## config.mk

```make
export PLATFORM = sky130hd
export DESIGN_NAME = key_event_decoder
export DESIGN_NICKNAME = d
export VERILOG_FILES = /design/src/rtl/key_event_decoder.sv
export SDC_FILE = /design/constraint.sdc
export NUM_CORES = 1
export LEC_CHECK = 0
export ABC_AREA = 1
export CAP_MARGIN = 20
export CORE_AREA = 8 8 225 227
export CTS_BUF_LIST = sky130_fd_sc_hd__clkbuf_8 sky130_fd_sc_hd__clkbuf_16
export DETAILED_ROUTE_END_ITERATION = 10
export DIE_AREA = 0 0 233 235
export HOLD_SLACK_MARGIN = 0.06
export PLACE_DENSITY = 0.64
export SLEW_MARGIN = 30
export SYNTH_ARGS = -nofsm -noshare
export SYNTH_HDL_FRONTEND = slang
export SYNTH_SLANG_ARGS = --single-unit
```

## constraint.sdc

```tcl
create_clock -name clk -period 2 [get_ports clk]
set_input_delay 0.4 -clock clk [delete_from_list [all_inputs] [get_ports clk]]
set_output_delay 0.4 -clock clk [all_outputs]
set_load 0.01 [all_outputs]
```

## src/rtl/key_event_decoder.sv

```systemverilog
// PS/2 key decoder: held note/direction levels, a press/release event FIFO with
// ready/valid pop, direction auto-repeat pulses, a select edge pulse and a sticky overflow flag.
module key_event_decoder #(
    parameter int NUM_KEYS     = 48,
    parameter int FIFO_DEPTH   = 8,
    parameter int REPEAT_DELAY = 25_000_000,
    parameter int REPEAT_RATE  = 5_000_000
) (
    input  logic                clk,
    input  logic                reset_n,
    input  logic [511:0]        key_down,
    input  logic [8:0]          last_change,
    input  logic                key_valid,
    output logic [NUM_KEYS-1:0] pressed_key,
    output logic [3:0]          direction,
    output logic [3:0]          dir_pulse,
    output logic                select_pulse,
    output logic [6:0]          ev_data,
    output logic                ev_valid,
    input  logic                ev_ready,
    output logic                overflow,
    input  logic                ovf_clr
);
    // Handshake: the head is popped on a clock edge where ev_valid && ev_ready;
    // ev_data holds steady while ev_valid is high and ev_ready is low.

    // Four octaves of twelve, low octave first.
    localparam logic [8:0] NOTE_CODES [48] = '{
        9'h012, 9'h01A, 9'h022, 9'h021, 9'h02A, 9'h032, 9'h031, 9'h03A, 9'h041, 9'h049, 9'h04A, 9'h059,
        9'h01C, 9'h01B, 9'h023, 9'h02B, 9'h034, 9'h033, 9'h03B, 9'h042, 9'h04B, 9'h04C, 9'h052, 9'h05A,
        9'h015, 9'h01D, 9'h024, 9'h02D, 9'h02C, 9'h035, 9'h03C, 9'h043, 9'h044, 9'h04D, 9'h054, 9'h05B,
        9'h016, 9'h01E, 9'h026, 9'h025, 9'h02E, 9'h036, 9'h03D, 9'h03E, 9'h046, 9'h045, 9'h04E, 9'h055
    };
    localparam logic [8:0] DIR_CODES [4] = '{9'h075, 9'h072, 9'h06B, 9'h074};
    localparam logic [8:0] SPACE_CODE = 9'h029;

    localparam int AW = $clog2(FIFO_DEPTH);
    localparam int CW = $clog2(REPEAT_DELAY + 1);
    localparam logic [CW-1:0] CNT_DELAY  = CW'(REPEAT_DELAY);
    localparam logic [CW-1:0] CNT_PRE    = CW'(REPEAT_DELAY - 1);
    localparam logic [CW-1:0] CNT_RELOAD = CW'(REPEAT_DELAY - REPEAT_RATE + 1);
    localparam logic [0:0] ST_IDLE = 1'b0;
    localparam logic [0:0] ST_HOLD = 1'b1;

    logic          hit;
    logic [5:0]    hit_idx;
    logic          push, pop, full, wr_en, drop;
    logic [6:0]    push_data;
    logic [6:0]    mem [FIFO_DEPTH];
    logic [AW-1:0] wr_ptr, rd_ptr;
    logic [AW:0]   count;
    logic          space_q;
    logic [3:0]    dir_next;
    logic [0:0]    rep_state [4];
    logic [CW-1:0] rep_cnt   [4];

    always_comb begin
        hit     = 1'b0;
        hit_idx = '0;
        for (int k = 0; k < NUM_KEYS; k++) begin
            if (last_change == NOTE_CODES[k]) begin
                hit     = 1'b1;
                hit_idx = 6'(k);
            end
        end
    end

    assign push      = key_valid & hit;
    assign push_data = {key_down[last_change], hit_idx};
    assign full      = (count == (AW+1)'(FIFO_DEPTH));
    assign ev_valid  = (count != '0);
    assign pop       = ev_ready & ev_valid;
    // A pop in the same cycle frees the slot, so a write while full still lands.
    assign wr_en     = push & (~full | pop);
    assign drop      = push & full & ~pop;
    assign ev_data   = ev_valid ? mem[rd_ptr] : 7'h00;

    always_ff @(posedge clk) begin
        if (wr_en) mem[wr_ptr] <= push_data;
    end

    always_ff @(posedge clk or negedge reset_n) begin
        if (!reset_n) begin
            wr_ptr   <= '0;
            rd_ptr   <= '0;
            count    <= '0;
            overflow <= 1'b0;
        end else begin
            if (wr_en) wr_ptr <= wr_ptr + AW'(1);
            if (pop)   rd_ptr <= rd_ptr + AW'(1);
            case ({wr_en, pop})
                2'b10:   count <= count + (AW+1)'(1);
                2'b01:   count <= count - (AW+1)'(1);
                default: count <= count;
            endcase
            if (drop)         overflow <= 1'b1;
            else if (ovf_clr) overflow <= 1'b0;
        end
    end

    always_comb begin
        for (int j = 0; j < 4; j++) begin
            dir_next[j] = key_valid ? key_down[DIR_CODES[j]] : direction[j];
        end
    end

    always_ff @(posedge clk or negedge reset_n) begin
        if (!reset_n) begin
            pressed_key  <= '0;
            direction    <= '0;
            space_q      <= 1'b0;
            select_pulse <= 1'b0;
        end else begin
            direction    <= dir_next;
            select_pulse <= key_valid & key_down[SPACE_CODE] & ~space_q;
            if (key_valid) begin
                space_q <= key_down[SPACE_CODE];
                for (int i = 0; i < NUM_KEYS; i++) begin
                    pressed_key[i] <= key_down[NOTE_CODES[i]];
                end
            end
        end
    end

    // The pulse is registered alongside the counter so it is high in the cycle count == DELAY.
    always_ff @(posedge clk or negedge reset_n) begin
        if (!reset_n) begin
            dir_pulse <= '0;
            for (int j = 0; j < 4; j++) begin
                rep_state[j] <= ST_IDLE;
                rep_cnt[j]   <= '0;
            end
        end else begin
            for (int j = 0; j < 4; j++) begin
                case (rep_state[j])
                    ST_IDLE: begin
                        if (dir_next[j]) begin
                            rep_state[j] <= ST_HOLD;
                            rep_cnt[j]   <= CW'(1);
                            dir_pulse[j] <= 1'b1;
                        end else begin
                            rep_cnt[j]   <= '0;
                            dir_pulse[j] <= 1'b0;
                        end
                    end
                    default: begin
                        if (!dir_next[j]) begin
                            rep_state[j] <= ST_IDLE;
                            rep_cnt[j]   <= '0;
                            dir_pulse[j] <= 1'b0;
                        end else if (rep_cnt[j] == CNT_DELAY) begin
                            rep_cnt[j]   <= CNT_RELOAD;
                            dir_pulse[j] <= 1'b0;
                        end else begin
                            rep_cnt[j]   <= rep_cnt[j] + CW'(1);
                            dir_pulse[j] <= (rep_cnt[j] == CNT_PRE);
                        end
                    end
                endcase
            end
        end
    end
endmodule

```

==> results.py, run 1 <==
metrics = {
    "final_layout": {
        "multi_input_area_sq_um": 9590,
        "areaGrowthSynthToFinish_pct": 84.8,
        "final_nets": 3490,
        "fin_util": 0.589,
        "fin_area_sq_um": 27800,
        "register_area_sq_um": 5910,
        "nFillCells": 4142,
        "drive_above_1_share": 0.285,
        "fin_cells": 3586,
    },
    "worst_setup_path": {
        "worstPathCellList": "nor4_4 > buf_4 > clkinvlp_4 > buf_4 > buf_6 > clkbuf_2",
        "crit_type": "flip-flop to output port",
        "r2r_cells": 13,
        "cp-end-kind": "output port",
        "cp_slowest_stage_delay_ns": 0.41,
        "cpMaxStageDelayCell": "dfrtp_1",
        "cp-start-kind": "flip-flop",
        "path_max_fanout": 8,
        "worst-endpoint-arrival_ns": 2.02,
        "worstPathRequired_ns": 1.60,
        "crit_top_cell": "buf_4",
    },
    "floorplanning": {
        "rows": 80,
        "start_util": 0.319,
        "die_h_um": 235,
        "fp.dieW_um": 233,
        "io_pins": 592,
        "dieArea_sq_um": 54800,
        "core_area_sq_um": 47100,
    },
    "logic_synthesis": {
        "avgSynthCellArea_sq_um": 7.47,
        "synth_enable_flop_cells": 56,
        "synth_nets": 2551,
        "synth_flop_cell": "dfrtp_1",
        "async_flop_share": 0.751,
        "synth_seq_cells": 225,
        "yosysWarnings": 0,
        "ys_seq_area_frac": 0.393,
        "synth_top_area_cell": "dfrtp_1",
        "yosys-top-cells-area": "dfrtp_1 (28%), edfxtp_1 (11%), nand3_1 (10%), nand2_1 (7.8%), a22oi_1 (6.5%)",
        "syn-instance-count": 2012,
        "synth_top_area_frac": 0.281,
        "syn-cell-area_sq_um": 15000,
        "synth_cell_types": 55,
    },
    "placement": {
        "dpl.hpwl_mm": 65.2,
        "dpl_cell_area_sq_um": 24100,
        "pre_cts_slack_ns": -1.47,
        "placed_cells": 3418,
        "port_buffers": 591,
        "place.gp.congestion": 0.962,
    },
    "timing": {
        "layout_setup_ws_ns": -0.416,
        "finClkSkew_ns": 0.0255,
        "hold_viol": 0,
        "relSlewSlack": 0.618,
        "rsz0062_at_grt": "true",
        "max_freq_mhz": 414,
        "final_max_slew_viol_count": 0,
        "period_minus_slack_ns": 2.42,
        "setup_violations": 108,
        "hold_ws_ns": 0.342,
        "period_share": 1.21,
        "worstMarginPinSlew_ns": 0.571,
        "fin_tns_setup_ns": -19.75,
    },
    "detailed_routing": {
        "dr_total_vias": 19200,
        "wirelength_mm": 83.3,
        "drtAntennaViolNets": 0,
        "avgViaCountPerCell": 5.36,
        "drt_iter0_drc": 1469,
        "drc": 0,
        "first_pass_iters": 5,
        "routedWlPerCell_um": 23.2,
    },
    "power_and_ir_drop": {
        "power.density_nw_per_um2": 587,
        "ir_drop_mv": 0.659,
        "p_total_mw": 16.3,
        "leakage_nw": 11.4,
    },
    "global_route": {
        "grt_pass1_wl_mm": 121,
        "grt_util_all_layers": 0.284,
        "gr-total-overflow": 0,
        "grt_max_degree": 61,
        "grt_pass1_vias": 19600,
        "antenna_found_initial": 4,
    },
    "clock_tree": {
        "root_buffer": "clkbuf_16",
        "h-tree-depth": 1,
        "cts_tree": "built",
        "cts_buffers": 25,
        "clock_path_buffers": 3,
        "worstSkewPairLatency_ns": 0.54,
        "clock_sinks": 225,
        "cts.clk_slew.worst_paths_ns": 0.06,
    },
    "status": {
        "violations": "negative setup slack",
        "status": "complete, but fails checks",
    },
    "flow_run": {
        "maxCapViolations": 0,
    },
    "worst_hold_path": {
        "worstHoldPathType": "input port to flip-flop",
        "hold_depth": 4,
    },
}
==> power breakdown <==
group / leakage (nW) / internal [mW] / total [mW] / switching, mW
Combinational: 8.18 / 3.06 / 6.13 / 3.07
Sequential: 2.74 / 4.98 / 5.24 / 0.261
Clock: 0.441 / 3.03 / 4.94 / 1.90
==> synth_stat cells, types with 10 or more instances <==
cell type,count
a21oi_1,52
a22oi_1,130
a31oi_1,112
buf_1,10
buf_2,21
clkbuf_1,86
dfrtp_1,169
edfxtp_1,56
ha_1,12
inv_1,156
nand2_1,312
nand3_1,315
nand4_1,34
nor2_1,218
nor2_2,10
nor3_1,50
nor3b_1,14
nor4_1,32
o21ai_0,73
or2_2,12
xor2_1,29
==> layout make-up <==
type	instances	share of cell area
clock buffers	28	0.0240
diodes	2	0.000180
well taps	615	0.0277
repair buffers	1030	0.358
flip-flops and latches	225	0.213
inverters	167	0.0248
multi-input cells	1502	0.345
clock inverters	17	0.00779
==> cell usage in the layout (no fill, tap or decap), types with 34 or more instances in the layout <==
| cell type | count |
|---|---|
| a21oi_1 | 37 |
| a22oi_1 | 101 |
| a31oi_1 | 97 |
| buf_4 | 348 |
| buf_6 | 58 |
| clkdlybuf4s50_1 | 571 |
| dfrtp_1 | 167 |
| edfxtp_1 | 56 |
| inv_1 | 124 |
| nand2_1 | 285 |
| nand3_1 | 295 |
| nand4_1 | 34 |
| nor2_1 | 165 |
| nor2_4 | 37 |
| o21ai_0 | 35 |
==> state kept, by name, indices dropped and copies added (netlist names) <==
register / flops
overflow: 1
count: 4
rep_cnt: 100
pressed_key: 48
rd_ptr: 3
dir_pulse: 4
wr_ptr: 3
direction: 4
space_q: 1
mem: 56
select_pulse: 1
==> critical path: cells and delay by family (launching register included) <==
kind	cells	cell delay, ns
buffers and inverters	5	0.79
and+or+nand+nor	1	0.28
DFF	1	0.41
==> per-layer routing <==
metal | wire length [um] | part of all wire | GRT usage | up-vias
met2 | 43100 | 0.52 | 0.519 | 823
met4 | 2640 | 0.032 | 0.0794 | 0
met5 | 0 | 0 | 0 | -
li1 | - | - | - | 9030
met3 | 5270 | 0.063 | 0.0382 | 141
met1 | 32300 | 0.39 | 0.341 | 9244
==> kinds of logic (layout without fill, tap and decap cells) <==
group | Yosys count | after routing | synth area share
AND/OR/NAND/NOR | 1039 | 1039 | 0.325
AO/OA/AOI/OAI | 414 | 414 | 0.176
buffers and inverters | 285 | 1242 | 0.0732
flip-flops | 225 | 225 | 0.393
XOR/XNOR | 36 | 36 | 0.0210
adder cells (fa/ha/maj) | 13 | 13 | 0.0113
other | 0 | 2 | 0
==> path summary, 6_finish.rpt <==
kind / slack [ns] / from / to
max in group asynchronous: 0.95 / reset_n / pressed_key[45]
min in group asynchronous: 0.41 / reset_n / count[2]
worst min-delay path: 0.34 / key_valid / overflow
worst max register to register: -0.41 / rep_cnt[25] / rep_cnt[45]
worst min register to register: 0.43 / space_q / select_pulse
worst max-delay path: -0.42 / count[2] / ev_valid
==> repair_timing <==
action                                  4_1_cts  5_1_grt
hold endpoints to repair                     38        0
resized for setup                           305      221
endpoints found under the setup margin      163      146
buffers inserted                             80       42
pin swaps                                    76      116
gates cloned                                  4        5
hold buffers                                  1        0
(Power assumes the default switching activity.)
==> run 2: changes to the inputs <==
Settings changed: CTS_CLUSTER_SIZE set to 8.
==> run 2 against run 1 <==
Clock skew shrank 0.0053 ns. The run still ends with negative setup slack left. Wire length is 0.41% higher. Largest power group unchanged. Fmax decreased by 1.9%. Setup slack worse by 0.048 ns. Global-route usage shrank 0.098 points.
==> results.py, run 2 (synthesis gave the netlist of run 1 again) <==
metrics = {
    "timing": {
        "finClkSkew_ns": 0.0202,
        "worstMarginPinSlew_ns": 0.559,
        "relSlewSlack": 0.626,
        "period_share": 1.23,
        "period_minus_slack_ns": 2.46,
        "rsz0062_at_grt": "true",
        "final_max_slew_viol_count": 0,
        "layout_setup_ws_ns": -0.464,
        "max_freq_mhz": 406,
        "setup_violations": 114,
        "fin_tns_setup_ns": -27.47,
        "hold_viol": 0,
    },
    "detailed_routing": {
        "wl_met2_mm": 43.0,
        "drc": 0,
        "drtAntennaViolNets": 0,
        "route.met3.wl_mm": 5.44,
        "dr_total_vias": 19200,
        "avgViaCountPerCell": 5.38,
        "routedWlPerCell_um": 23.4,
        "met1_length_mm": 32.2,
        "wirelength_mm": 83.6,
        "top_layer": "met5",
        "drt_iter0_drc": 1500,
        "first_pass_iters": 5,
    },
    "worst_hold_path": {
        "hold_depth": 4,
        "holdPathEnd": "overflow",
        "hp-start": "key_valid",
        "worstHoldPathType": "input port to flip-flop",
    },
    "final_layout": {
        "final_nets": 3480,
        "top_regs": "rep_cnt x100, mem x56, pressed_key x48",
        "drive_above_1_share": 0.284,
        "top_register": "rep_cnt",
        "largest_reg_flops": 100,
        "layout_commonest_cell": "clkdlybuf4s50_1",
        "fin_area_sq_um": 27900,
        "layout_common_cells": "clkdlybuf4s50_1 (572), buf_4 (323), nand3_1 (295)",
        "areaGrowthSynthToFinish_pct": 85.7,
        "nFillCells": 4093,
    },
    "worst_setup_path": {
        "worstPathRequired_ns": 2.38,
        "r2r_end": "rep_cnt[47]",
        "crit_type": "flip-flop to flip-flop",
        "worst-endpoint-arrival_ns": 2.85,
        "path_max_fanout": 3,
        "r2r_cells": 16,
        "worst-r2r-setup-slack_ns": -0.46,
        "cp-end-kind": "flip-flop",
        "cp-start-kind": "flip-flop",
        "worstReg2RegStart": "rep_cnt[25]",
    },
    "global_route": {
        "grt_util_all_layers": 0.283,
        "grt_pass1_wl_mm": 120,
        "antenna_found_initial": 5,
        "grt_pass1_vias": 19500,
        "grt_max_degree": 61,
        "gr-total-overflow": 0,
    },
    "clock_tree": {
        "cts.clk_slew.worst_paths_ns": 0.05,
        "clock_path_buffers": 3,
        "cts_tree": "built",
        "h-tree-depth": 2,
        "cts_buffers": 34,
        "worstSkewPairLatency_ns": 0.52,
        "clock_sinks": 225,
        "root_buffer": "clkbuf_16",
    },
    "floorplanning": {
        "die_h_um": 235,
        "io_pins": 592,
        "fp.dieW_um": 233,
        "start_util": 0.319,
        "core_area_sq_um": 47100,
        "dieArea_sq_um": 54800,
        "rows": 80,
    },
    "status": {
        "violations": "negative setup slack",
        "status": "complete, but fails checks",
    },
    "placement": {
        "place.gp.congestion": 0.962,
        "dpl_cell_area_sq_um": 24100,
        "port_buffers": 591,
        "dpl.hpwl_mm": 65.2,
    },
    "power_and_ir_drop": {
        "p_total_mw": 16.7,
        "leakage_nw": 11.4,
        "ir_drop_mv": 0.639,
        "power.density_nw_per_um2": 598,
    },
    "flow_run": {
        "maxCapViolations": 0,
    },
}
[run 2: worst max-delay path, cell delays in order, from the launching register on]
cell and delay [ns]:
dfrtp_1 0.37, ha_2 0.20, nand2_2 0.08, nor2_4 0.14, nand3_2 0.12, nor3_4 0.20
nand2_2 0.10, nor2_4 0.13, inv_2 0.05, nor2_2 0.09, nand4_1 0.11, nor2_1 0.16
nand2_1 0.10, nor2_2 0.17, inv_2 0.06, nor4_2 0.20, nor3_1 0.08
[run 2: where the power goes]
group          total, mW  internal, mW  leakage (nW)  switching (mW)
clock               5.11          3.13         0.496            1.98
combinational       6.32          3.15          8.14            3.17
sequential          5.26          4.99          2.74           0.274
total               16.7          11.3          11.4            5.42
[run 2: per-layer routing]
metal  vias to the layer above  track usage
met3                       139       0.0462
met4                         2       0.0859
met5                         -            0
li1                       9024            -
met1                      9264        0.336
met2                       789        0.513
[run 2: what timing repair did]
item,CTS,global route
hold buffers,1,0
hold endpoints to repair,38,0
setup endpoints to repair,161,136
cloned,4,6
pin swaps,84,131
setup buffers,57,46
gates resized for setup,286,286
[run 2: worst max-delay path by stage]
stage,cells after the start,slack (ns),to,from
after global routing,16,-0.64,rep_cnt[47],rep_cnt[25]
after detailed placement,14,-1.47,mem[2][2],last_change[6]
final,16,-0.46,rep_cnt[47],rep_cnt[25]
after CTS,13,-0.36,rep_cnt[46],rep_cnt[25]
after floorplan,22,-0.57,count[3],last_change[2]
after global placement,19,-1.41,count[3],last_change[6]
[run 2: cell type report]
class                           count  area, sq um  area share
Inverter                          167          714      0.0256
Tap cell                          615          769      0.0276
Timing Repair inverter              2         16.3    0.000583
Sequential cell                   225         5910       0.212
Clock buffer                       36          890      0.0319
Timing Repair Buffer             1009         9800       0.351
Clock inverter                     12         53.8     0.00193
Antenna cell                        1         2.50   0.0000897
Multi-Input combinational cell   1502         9750       0.349
[run 2: stage by stage]
stage                      util  instances  setup slack, ns  hold slack, ns
after detailed placement  0.511       3418            -1.47           0.361
after floorplan               -       2012           -0.566           0.104
after CTS                 0.559       3523           -0.357           0.314
after global routing      0.592       3569           -0.644           0.375
after global placement    0.511       3418            -1.41           0.356
final                     0.592       3569           -0.464           0.362
